## src/rtl/spi_pkg.sv

```systemverilog
// spi_pkg: shared state encoding and constants for the SPI slave
package spi_pkg;
    typedef enum logic [1:0] {IDLE, LOAD, SHIFT, DONE} state_t;
    localparam logic FBO_MSB = 1'b1;
    localparam logic FBO_LSB = 1'b0;
    localparam logic TX_IDLE_FILL = 1'b1;
endpackage

```

## src/rtl/spi_sync.sv

```systemverilog
// spi_sync: multi-flop synchronizer with rise/fall strobes from the last two samples
module spi_sync #(
    parameter int STAGES = 2,
    parameter logic RST_VAL = 1'b1
) (
    input  logic clk_i,
    input  logic rst_i,
    input  logic d_i,
    output logic q_o,
    output logic rise_o,
    output logic fall_o
);
    logic [STAGES-1:0] sync_q;
    logic prev_q;
    always_ff @(posedge clk_i or posedge rst_i) begin
        if (rst_i) begin
            sync_q <= {STAGES{RST_VAL}};
            prev_q <= RST_VAL;
        end else begin
            sync_q <= STAGES'({sync_q, d_i});
            prev_q <= sync_q[STAGES-1];
        end
    end
    assign q_o = sync_q[STAGES-1];
    assign rise_o = q_o & ~prev_q;
    assign fall_o = ~q_o & prev_q;
endmodule

```

## src/rtl/spi_esclavo.sv

```systemverilog
// spi_esclavo: SPI mode-0 slave with TX holding register, RX word register and overrun flag
module spi_esclavo import spi_pkg::*; #(
    parameter int DATA_WIDTH = 8,
    parameter int SYNC_STAGES = 2
) (
    input  logic                  spi_clk_i,
    input  logic                  spi_rst_i,
    input  logic                  SCK_SPI,
    input  logic                  SS,
    input  logic                  MOSI,
    output logic                  MISO,
    input  logic                  spi_enable_i,
    input  logic                  spi_fbo_i,
    input  logic [DATA_WIDTH-1:0] spi_data_i,
    input  logic                  spi_load_i,
    output logic                  spi_txempty_o,
    output logic [DATA_WIDTH-1:0] spi_data_o,
    output logic                  spi_valid_o,
    input  logic                  spi_rd_i,
    output logic                  spi_overrun_o,
    input  logic                  spi_clrflags_i
);
    localparam int CW = $clog2(DATA_WIDTH + 1);
    localparam logic [DATA_WIDTH-1:0] FILL = {DATA_WIDTH{TX_IDLE_FILL}};

    logic sck_s, sck_rise, sck_fall, ss_s, ss_rise, ss_fall, mosi_s, mosi_rise, mosi_fall;
    logic sync_unused;

    spi_sync #(.STAGES(SYNC_STAGES), .RST_VAL(1'b0)) u_sck (
        .clk_i(spi_clk_i), .rst_i(spi_rst_i), .d_i(SCK_SPI),
        .q_o(sck_s), .rise_o(sck_rise), .fall_o(sck_fall)
    );
    spi_sync #(.STAGES(SYNC_STAGES), .RST_VAL(1'b1)) u_ss (
        .clk_i(spi_clk_i), .rst_i(spi_rst_i), .d_i(SS),
        .q_o(ss_s), .rise_o(ss_rise), .fall_o(ss_fall)
    );
    spi_sync #(.STAGES(SYNC_STAGES), .RST_VAL(1'b1)) u_mosi (
        .clk_i(spi_clk_i), .rst_i(spi_rst_i), .d_i(MOSI),
        .q_o(mosi_s), .rise_o(mosi_rise), .fall_o(mosi_fall)
    );
    assign sync_unused = ^{sck_s, mosi_rise, mosi_fall};

    state_t state_q, state_d;
    logic [DATA_WIDTH-1:0] tx_q, tx_d, tx_sh_q, tx_sh_d, rx_q, rx_d, data_q, data_d, load_w;
    logic [CW-1:0] cnt_q, cnt_d;
    logic txempty_q, txempty_d, fbo_q, fbo_d, rx_full_q, rx_full_d, overrun_q, overrun_d;
    logic rx_shift, tx_shift;

    always_ff @(posedge spi_clk_i or posedge spi_rst_i) begin
        if (spi_rst_i) state_q <= IDLE;
        else state_q <= state_d;
    end

    always_comb begin
        state_d = state_q;
        case (state_q)
            IDLE:    state_d = ss_fall ? LOAD : IDLE;
            LOAD:    state_d = SHIFT;
            SHIFT:   state_d = (cnt_d == CW'(DATA_WIDTH)) ? DONE : SHIFT;
            DONE:    state_d = ss_s ? IDLE : LOAD;
            default: state_d = IDLE;
        endcase
        if (!spi_enable_i || (state_q != IDLE && ss_rise)) state_d = IDLE;
    end

    always_comb begin
        spi_valid_o = (state_q == DONE);
        MISO = (state_q == IDLE || SS) ? 1'b1
             : (state_q == LOAD) ? (spi_fbo_i ? load_w[DATA_WIDTH-1] : load_w[0])
             : (fbo_q ? tx_sh_q[DATA_WIDTH-1] : tx_sh_q[0]);
    end

    // a fall with cnt_q==0 is the trailing edge of the previous word's last bit
    always_comb begin
        load_w    = txempty_q ? FILL : tx_q;
        rx_shift  = (state_q == SHIFT) && sck_rise;
        tx_shift  = (state_q == SHIFT) && sck_fall && (cnt_q != '0);
        cnt_d     = (state_q == LOAD) ? '0 : rx_shift ? cnt_q + 1'b1 : cnt_q;
        rx_d      = !rx_shift ? rx_q
                  : (fbo_q == FBO_MSB) ? {rx_q[DATA_WIDTH-2:0], mosi_s} : {mosi_s, rx_q[DATA_WIDTH-1:1]};
        tx_sh_d   = (state_q == LOAD) ? load_w
                  : !tx_shift ? tx_sh_q
                  : (fbo_q == FBO_MSB) ? {tx_sh_q[DATA_WIDTH-2:0], TX_IDLE_FILL} : {TX_IDLE_FILL, tx_sh_q[DATA_WIDTH-1:1]};
        fbo_d     = (state_q == LOAD) ? spi_fbo_i : fbo_q;
        tx_d      = spi_load_i ? spi_data_i : tx_q;
        txempty_d = spi_load_i ? 1'b0 : (txempty_q | (state_q == LOAD));
        data_d    = (state_q == SHIFT && state_d == DONE) ? rx_d : data_q;
        rx_full_d = (state_q == DONE) | (rx_full_q & ~spi_rd_i);
        overrun_d = (state_q == DONE && rx_full_q && !spi_rd_i) | (overrun_q & ~spi_clrflags_i);
    end

    always_ff @(posedge spi_clk_i or posedge spi_rst_i) begin
        if (spi_rst_i) begin
            tx_q      <= FILL;
            tx_sh_q   <= FILL;
            rx_q      <= FILL;
            data_q    <= '0;
            cnt_q     <= '0;
            txempty_q <= 1'b1;
            fbo_q     <= FBO_MSB;
            rx_full_q <= 1'b0;
            overrun_q <= 1'b0;
        end else begin
            tx_q      <= tx_d;
            tx_sh_q   <= tx_sh_d;
            rx_q      <= rx_d;
            data_q    <= data_d;
            cnt_q     <= cnt_d;
            txempty_q <= txempty_d;
            fbo_q     <= fbo_d;
            rx_full_q <= rx_full_d;
            overrun_q <= overrun_d;
        end
    end

    assign spi_txempty_o = txempty_q;
    assign spi_data_o    = data_q;
    assign spi_overrun_o = overrun_q;
endmodule

```

## config.mk

```make
export PLATFORM = sky130hd
export DESIGN_NAME = spi_esclavo
export DESIGN_NICKNAME = d
export VERILOG_FILES = /design/src/rtl/spi_pkg.sv /design/src/rtl/spi_sync.sv /design/src/rtl/spi_esclavo.sv
export SDC_FILE = /design/constraint.sdc
export NUM_CORES = 1
export LEC_CHECK = 0
export CAP_MARGIN = 15
export CORE_UTILIZATION = 40
export DETAILED_ROUTE_END_ITERATION = 12
export HOLD_SLACK_MARGIN = 0.03
export PLACE_DENSITY = 0.61
export SYNTH_ARGS = -nofsm -noshare
export SYNTH_HDL_FRONTEND = slang
export SYNTH_SLANG_ARGS = --single-unit
export TNS_END_PERCENT = 30
```

## constraint.sdc

```tcl
create_clock -name spi_clk_i -period 3.9 [get_ports spi_clk_i]
set_input_delay 0.585 -clock spi_clk_i [delete_from_list [all_inputs] [get_ports spi_clk_i]]
set_output_delay 0.585 -clock spi_clk_i [all_outputs]
set_load 0.01 [all_outputs]
```

==> summary.txt <==
Outcome
  • Status: finished clean

Setup path
  • CP top delay family: buffers and inverters
  • Worst path slowest cell: clkdlybuf4s50_1
  • Reg-to-Reg End: spi_data_o[2]
  • Startpoint Class: input pin
  • Reg2Reg Setup Slack: 1.25 ns
  • Critical path buffer and inverter count: 2
  • CP max FO: 2
  • Max incr delay on CP: 0.49 ns
  • CP Capture Type: output port
  • Reg-to-Reg Start: state_q[0]
  • Setup CP Type: input pin to output port
  • CP required: 3.31 ns
  • R2R depth: 8
  • Crit path DAT: 2.13 ns
  • Worst-path cell chain: clkdlybuf4s50_1 > mux2_2 > o21ai_0 > o211ai_1 > clkdlybuf4s50_1
  • Crit path top cell by count: clkdlybuf4s50_1

Clock tree
  • CTS Buf Count: 5
  • Clk Latency, worst-skew pair: 0.31 ns
  • PostCTS Resize Cnt: 0
  • Clock transition at path regs: 0.08 ns
  • H-tree depth: 2
  • Clock sink count: 50
  • CTS Buffer Depth: 2
  • Post-CTS setup buffer count: 0
  • CTS tree: yes
  • Cts hold-fix bufs: 0
  • CTS root buffer: clkbuf_8

Timing
  • Setup_tns: 0 ns
  • Fmax: 368 MHz
  • Final setup fails: 0
  • Worst slew margin: 33.9%
  • RSZ-0062 raised after global routing: false
  • Final setup margin: 1.18 ns
  • Min cycle time layout: 2.72 ns
  • Worst hold slack: 0.357 ns
  • Worst-Margin Slew: 0.990 ns
  • Final Hold Violating Endpoints: 0
  • Post-route clock period utilization: 69.7%
  • Setup Skew: 0.0150 ns
  • Slew Limit Fails: 0

Floorplan
  • Std-Cell Core Area: 6060 sq um
  • Chip height: 82.1 microns
  • DIE AREA: 6740 sq um
  • I/O Pins: 30
  • Row count: 28
  • Starting Density: 42.3%
  • Die width: 82.1 microns

Drt
  • DR vias: 1786
  • DRC errors left: 0
  • DR WL/cell: 13.9 microns
  • Routed wire length: 4660 microns
  • Via-to-Cell Ratio: 5.32
  • DR iter-0 viols: 67
  • Drt first pass iters: 4
  • Final ANT Viol Nets: 0

Run
  • MaxCap Viol Count: 0

Global route
  • Grt total ovfl: 0
  • Antenna violations before repair: 0
  • First-pass GRT wire length: 8130 microns
  • Total GRT Usage: 16.2%
  • Vias in the first global route: 1761
  • Largest net degree at the start of global routing: 51

Hold path
  • Hold path cells: 0
  • Worst hold path endpoint: u_sck.sync_q[1]
  • Hold_sp: u_sck.sync_q[0]
  • Hold Crit Class: flop to flop

Pwr
  • Peak supply drop: 0.240 mV
  • Tot Pwr: 0.00113 W
  • Leak: 1.25 nW
  • Pwr Density: 381 nW/um^2

Place
  • DP Worst Slack: 1.18 ns
  • DP HPWL: 3100 microns
  • Port bufs: 29
  • GPL Wtd Cong: 0.760

Yosys
  • Ys Warns: 0
  • Synth Cell Area: 2570 sq um
  • Predominant post-synthesis flop cell: dfstp_2
  • Top cells by count, synth: dfstp_2, o21ai_0, dfrtp_1, nor2_1
  • Synth cell types: 36
  • Asr flop ratio synth: 100%
  • Synth Register Bits: 50
  • Largest area contributor in the netlist: dfstp_2
  • Avg Cell Area, Syn: 10.8 sq um
  • Ranking of synthesized cells by area: dfstp_2, dfrtp_1, mux2_2
  • Top-count cell post-synth: dfstp_2
  • Yosys top cell area share: 31.7%
  • Seq/Total Area, Yosys: 50.3%
  • Post-Synthesis Net Count: 261
  • Number of synthesized flops with an enable pin: 0
  • Gate Count Post-Synth: 237

Layout
  • Antenna Cells: 0
  • Footprint of the multi-input gates: 1120 sq um
  • Syn-to-layout area delta: 15.5%
  • Share of layout cells above drive strength 1: 24.5%
  • Register area: 1290 sq um
  • FILL cells: 557
  • Fin nets: 284
-- flip-flops by register name, indices dropped and copies added, names as in the netlist, 2 cells and up --
name / count
tx_q: 8
u_mosi.sync_q: 2
rx_q: 8
cnt_q: 4
spi_data_o: 8
u_ss.sync_q: 2
tx_sh_q: 8
state_q: 2
u_sck.sync_q: 2
-- report_power, final --
group	switching [W]	internal, W
combinational	0.0000725	0.0000893
clock	0.000180	0.000128
sequential	0.0000550	0.000604
total	0.000307	0.000822
-- cell type report --
cell class	instances	area share, %
sequential	50	43.5
multi-input combinational	154	37.7
timing repair buffer	32	10.6
tap	75	3.17
clock buffer	6	2.45
inverter	17	2.15
clock inverter	2	0.465
-- per-stage QoR --
stage / area [sq um] / utilization [%] / cells
finish: 2960 / 48.9 / 336
global route: 2960 / 48.9 / 336
CTS: 2960 / 48.9 / 336
detailed placement: 2880 / 47.5 / 328
global placement: 2880 / 47.5 / 328
floorplan: 2570 / - / 237
-- cells in the final DEF, fill, tap and decap left out, drive strengths merged --
master	Yosys	routed
mux2	18	18
a31oi	8	8
dfrtp	19	19
nor2	19	19
clkdlybuf4s50	0	29
mux2i	18	18
nand2	9	9
nand3b	3	3
inv	17	18
or3	2	2
ha	6	6
a21o	1	1
o311ai	1	1
o21ai	25	25
nor3	2	2
nor2b	3	3
nand3	11	11
a32o	1	1
and3	1	1
buf	10	3
dfstp	31	31
o21bai	1	1
or4	8	8
a211oi	1	1
nor3b	1	1
a21oi	1	1
clkbuf	6	6
xnor2	2	2
o211ai	9	9
clkinv	0	1
xor2	1	1
a311o	1	1
and4b	1	1
-- worst max path at each step --
stage | startpoint | end | slack (ns) | cells past startpoint
4_1_cts | spi_fbo_i | MISO | 1.17 | 5
3_5_place_dp | spi_fbo_i | MISO | 1.18 | 5
6_report | spi_fbo_i | MISO | 1.18 | 5
2_1_floorplan | state_q[0] | state_q[0] | 1.84 | 8
3_3_place_gp | spi_fbo_i | MISO | 1.21 | 5
5_1_grt | state_q[0] | spi_data_o[2] | 1.05 | 8
-- layer usage --
metal	GRT usage [%]	vias up	part of all wire, %
li1	-	897	-
met1	22.4	854	50
met2	23.9	27	44
met3	3.41	8	3.3
met4	7.89	0	2.1
met5	0	-	0
-- logic make-up (layout without fill, tap and decap cells) --
group | count (synthesis) | after routing | share of synthesized area [%]
compound gates | 49 | 49 | 12.3
xor+xnor | 3 | 3 | 1.02
fa+ha+maj | 6 | 6 | 2.93
buf+inv | 33 | 57 | 6.24
flops | 50 | 50 | 50.3
mux | 36 | 36 | 14.9
simple gates | 60 | 60 | 12.3
Power figures use the tool's default switching activity.
